## src/rtl/id_pipe_chain.sv

```systemverilog
// Registered identity chain: STAGES elastic valid/ready slices passing signed samples unchanged.
// Optional output-transfer counter (port xfer_cnt) enabled by defining ID_CHAIN_XFER_CNT_EN.
module id_pipe_chain #(
  parameter int unsigned WIDTH  = 16,
  parameter int unsigned STAGES = 2,
  localparam int unsigned OCC_W = $clog2(STAGES + 1)
) (
  input  logic                    clk,
  input  logic                    rst,
  input  logic signed [WIDTH-1:0] x,
  input  logic                    x_valid,
  output logic                    x_ready,
  output logic signed [WIDTH-1:0] y,
  output logic                    y_valid,
  input  logic                    y_ready,
  output logic [OCC_W-1:0]        occupancy
`ifdef ID_CHAIN_XFER_CNT_EN
  ,
  output logic [31:0]             xfer_cnt
`endif
);

  logic [STAGES-1:0]            v_q, v_d;
  logic [STAGES-1:0][WIDTH-1:0] d_q, d_d;
  logic [STAGES:0]              rdy;
  logic [OCC_W-1:0]             occ_q, occ_d;

  // rdy[i] is high when any stage at or after i is empty, or downstream accepts.
  always_comb begin
    logic r;
    r           = y_ready;
    rdy[STAGES] = y_ready;
    for (int i = int'(STAGES) - 1; i >= 0; i--) begin
      r      = r | ~v_q[i];
      rdy[i] = r;
    end
  end

  always_comb begin
    v_d = v_q;
    d_d = d_q;
    if (rdy[0]) begin
      v_d[0] = x_valid;
      if (x_valid) d_d[0] = x;
    end
    for (int i = 1; i < int'(STAGES); i++) begin
      if (rdy[i]) begin
        v_d[i] = v_q[i-1];
        if (v_q[i-1]) d_d[i] = d_q[i-1];
      end
    end
    occ_d = '0;
    for (int i = 0; i < int'(STAGES); i++) begin
      occ_d = occ_d + OCC_W'(v_d[i]);
    end
  end

  always_ff @(posedge clk or posedge rst) begin
    if (rst) begin
      v_q   <= '0;
      d_q   <= '0;
      occ_q <= '0;
    end else begin
      v_q   <= v_d;
      d_q   <= d_d;
      occ_q <= occ_d;
    end
  end

  assign x_ready   = rdy[0];
  assign y         = d_q[STAGES-1];
  assign y_valid   = v_q[STAGES-1];
  assign occupancy = occ_q;

`ifdef ID_CHAIN_XFER_CNT_EN
  logic [31:0] cnt_q, cnt_d;

  // Saturating count of output handshakes.
  always_comb begin
    cnt_d = cnt_q;
    if (y_valid && y_ready && (cnt_q != 32'hFFFF_FFFF)) cnt_d = cnt_q + 32'd1;
  end

  always_ff @(posedge clk or posedge rst) begin
    if (rst) cnt_q <= '0;
    else     cnt_q <= cnt_d;
  end

  assign xfer_cnt = cnt_q;
`endif

endmodule
```

## config.mk

```make
export PLATFORM = sky130hd
export DESIGN_NAME = id_pipe_chain
export DESIGN_NICKNAME = d
export VERILOG_FILES = /design/src/rtl/id_pipe_chain.sv
export SDC_FILE = /design/constraint.sdc
export NUM_CORES = 1
export LEC_CHECK = 0
export BUFFER_PORTS_ARGS = -buffer_cell sky130_fd_sc_hd__buf_2
export CAP_MARGIN = 20
export CORE_ASPECT_RATIO = 2
export CORE_MARGIN = 3
export CORE_UTILIZATION = 40
export CTS_BUF_LIST = sky130_fd_sc_hd__clkbuf_4 sky130_fd_sc_hd__clkbuf_8
export CTS_CLUSTER_DIAMETER = 60
export DETAILED_ROUTE_END_ITERATION = 10
export GPL_ROUTABILITY_DRIVEN = 0
export HOLD_SLACK_MARGIN = 0.08
export PLACE_DENSITY = 0.72
export SYNTH_ARGS = -nofsm -noshare
export SYNTH_HDL_FRONTEND = slang
export SYNTH_SLANG_ARGS = --single-unit
```

## constraint.sdc

```tcl
create_clock -name clk -period 1.6 [get_ports clk]
set_input_delay 0.4 -clock clk [delete_from_list [all_inputs] [get_ports clk]]
set_output_delay 0.4 -clock clk [all_outputs]
set_load 0.02 [all_outputs]
```

* After elaboration in Yosys (flattened, before gate mapping)
Cells that the tools add are included.
** Word-level totals
- Register bits :: 36
- Bits of input ports :: 20
- Output and inout port bits :: 20
** Cells by class
- Add/sub/neg operators :: 1
- Muxes and demuxes :: 2
- Bitwise gates (word level) :: 4
- Reduce and logical (&&, ||, !) cells :: 2
** Operators by type and width (number)
- $reduce_and 2->1 :: 2
- $add 1x1->2 :: 1
- $mux 1 :: 2
- $not 1->1 :: 2
- $or 1x1->1 :: 2

* Depth between registers and ports, before layout
- Word-level depth :: 5
- Mapped depth :: 4
- Mapped depth without buffers :: 3

* Worst setup path after synthesis
Ideal clock, no wire load.
- Kind :: register to register
- Start point :: reg v_q[1]
- End point :: reg d_q[0] in the netlist's numbering
- Data arrival time :: 1.279 ns
- Path slack :: 0.197 ns
- Stages on the path, launching flop included :: 5
- Buffers on the path :: 1
- Clock period less this slack :: 1.403 ns
- Cells stage by stage :: dfrtp_1 > nand3b_4 > nand2_4 > buf_6 > mux2_2
** On the way
- Cells in the longest elaborated chain, start to end :: 4
** RTL lines
- from (decl) :: RTL line 23 : logic [STAGES-1:0] v_q, v_d;
- from (signal assigned) :: RTL line 64 : v_q <= v_d;
- $not 1->1 :: RTL line 34 : r = r | ~v_q[i];
- $or 1x1->1 (2 in a row) :: RTL line 34
- named net x_ready :: RTL line 12 : output logic x_ready,
- $reduce_and 2->1 (no line)
- to (signal assigned) :: RTL line 61 : d_q <= '0;
- to (signal assigned) :: RTL line 65 : d_q <= d_d;
- to (decl) :: RTL line 24 : logic [STAGES-1:0][WIDTH-1:0] d_q, d_d;
The timed path passes the listed nets, and every way through them passes these cells.
A chain may end at the register's enable or synchronous reset.

* Worst setup path in the final report
- Start point :: reg v_q[1]
- End point :: out x_ready
** On the way
- Cells in the longest elaborated chain, start to end :: 3
** RTL lines (RTL line)
- $not 1->1 :: 34
- $or 1x1->1 (2 in a row) :: 34
- to (decl) :: 12
No other way between the ends.

==> impl_metrics.csv <==
group,metric,value,unit
min_path,hold_class,"primary input to async pin",
run_status,status,"complete, no violations",
detailed_routing,wl_met1,820,µm
die,ioPinCount,40,
die,rows,30,
clock_tree,post_cts_buffers,0,
critical_path,crit_arrival,1.00,ns
clock_tree,cts_buffers,5,
sta,setup_slack,0.2043,ns
placement,place_area,1599,µm²
sta,rsz0062_at_grt,"false",
grt,grt_pass1_wl,4036,µm
clock_tree,clk_latency,0.28,ns
critical_path,worstSetupPathType,"flip-flop to output pin",
detailed_routing,routed_wirelength,2294,µm
pwr,comb_power_share,21.8,%
die,fp.dieW,49.00,µm
final_layout,nets,144,
clock_tree,root_buffer,"clkbuf_8",
logic_synthesis,ys_warn_count,0,
placement,pre_cts_ws,0.08305,ns
clock_tree,cts.hold.buffers_added,0,
detailed_routing,drt-initial-drc-count,4,
detailed_routing,vias,788,
clock_tree,clockBufferDepth,2,
sta,fmax,0.7165,GHz
final_layout,design_area,1710,µm²
clock_tree,h-tree-depth,2,
sta,finalSetupViolations,0,
clock_tree,path_clk_slew,0.07,ns
critical_path,critPathMaxFanout,3,
logic_synthesis,syn-cell-area,1479,µm²
logic_synthesis,syn_avg_cell_area,15.73,µm²
detailed_routing,dr.pass1.iters,2,
job,maxCapViolations,0,
grt,track_usage,11.92,%
logic_synthesis,seq_area_frac_synth,60.91,%
final_layout,final_util,49.53,%
detailed_routing,maxUsedRoutingLayer,"met4",
logic_synthesis,syn_nets,115,
placement,hpwl,1729,µm
pwr,power_density,1455,nW/µm²
placement,place_inst,164,
die,die_h,91.99,µm
final_layout,instances_no_fill,172,
detailed_routing,wl_met3,152,µm
die,start_util,42.83,%
pwr,power_frac_seq,47.1,%
pwr,power,2.488,mW
sta,relSlewSlack,70.74,%
sta,worst_slew_pin_slew,0.4389,ns
sta,final-max-slew-violation-count,0,
sta,hold_slack,0.2015,ns
detailed_routing,ant_nets,0,
pwr,intPower,1.813,mW
pwr,swShare,27.13,%
clock_tree,ctsResizeCount,0,
logic_synthesis,syn_inst,94,
detailed_routing,drc_errors,0,
critical_path,critPathLaunchType,"flip-flop",
clock_tree,cts_tree,"built",
placement,io_buffers,39,
detailed_routing,viasPerCell,4.581,
detailed_routing,wl_per_cell,13.34,µm
die,dieArea,4507,µm²
sta,tns,0,ns
logic_synthesis,synth_top_area_share,60.91,%
logic_synthesis,yosys.area.top_type,"dfrtp_1",
critical_path,endpoint_kind,"output pin",
pwr,power_frac_clock,31.1,%
grt,grt_pass1_vias,873,
logic_synthesis,synth_area_leaders,"dfrtp_1 61%, mux2_2 24%, buf_4 8.1%, buf_6 1.5%, nand3b_4 1.4%",
die,design.core.area,3453,µm²
logic_synthesis,synth_cell_types,11,
critical_path,r2r_cells,3,
sta,hold_viol_final,0,
clock_tree,cts_sinks,36,
detailed_routing,met2WireLength,1262,µm
sta,fin_skew,0.006312,ns
sta,fin_crit,1.396,ns
grt,grt_remaining_overflow,0,
final_layout,syn2layout_area_growth,15.65,%
critical_path,cp.required,1.20,ns
final_layout,num_antenna_cells,0,
grt,grt_antenna_before_repair,0,
pwr,peakVddDrop,0.9189,mV
pwr,p_leak,0.8062,nW
logic_synthesis,ys_ff_latch,36,
final_layout,drive_gt1_share,67.74,%
grt,grt_max_degree,37,
sta,fin_crit_sh,87.23,%
pwr,p_switching,0.6752,mW
==> layout make-up <==
type	count	area, µm²
clock buffers	6	76.32
clock inverters	2	35.03
fillers	325	1743
inverters	1	3.754
multi-input cells	39	431.7
flip-flops and latches	36	900.9
well taps	48	60.06
repair buffers	40	202.7
==> metal layers <==
metal  vias up  GRT usage, %
met3         7         4.065
met1       394         11.79
met5         -             0
met2        28         20.91
li1        359             -
met4         0         7.126
==> Yosys cell counts (all sizes together) <==
master,n
nand2b,3
mux2,32
nand3b,1
buf,18
nand2,2
dfrtp,36
ha,1
inv,1
==> worst max-delay path, cell delays in order (launching register included) <==
cell	delay, ns
dfrtp_1	0.43
nand3b_4	0.12
buf_2	0.17
==> power groups by stage <==
stage	registers [mW]	logic (mW)	clock network [mW]
after detailed placement	1.19	0.554	0
final	1.17	0.542	0.774
after global routing	1.20	0.584	0.840
after floorplan	1.18	0.527	0
after global placement	1.18	0.534	0
after CTS	1.18	0.555	0.800
==> flip-flops by register name (all words and copies together), names as in the netlist <==
signal / count
y: 16
d_q: 16
occupancy: 2
v_q: 2
==> kinds of logic after synthesis <==
group / Yosys count / share of synthesized area (%)
buffers and inverters: 19 / 9.898
adder cells (fa/ha/maj): 1 / 0.8459
multiplexers: 32 / 24.37
AND/OR/NAND/NOR: 6 / 3.977
flip-flops: 36 / 60.91
==> worst paths after layout <==
kind | endpoint | start | slack, ns
max | x_ready | v_q[1] | 0.20
min | d_q[4] | rst | 0.20
max reg2reg | y[12] | v_q[1] | 0.28
min reg2reg | d_q[13] | d_q[13] | 0.50
max in group asynchronous | d_q[12] | rst | 1.08
min in group clk | d_q[8] | x[8] | 0.34
==> layout by cell type (no fill, tap or decap) <==
cell	instances
buf_2	39
dfrtp_1	36
mux2_2	32
clkbuf_8	5
nand2b_1	2
nand2b_2	1
nand2_2	1
nand3b_4	1
nand2_4	1
inv_1	1
ha_1	1
bufinv_16	1
clkbuf_4	1
clkinv_2	1
buf_4	1
No activity file was read; power rests on OpenSTA's default activity.
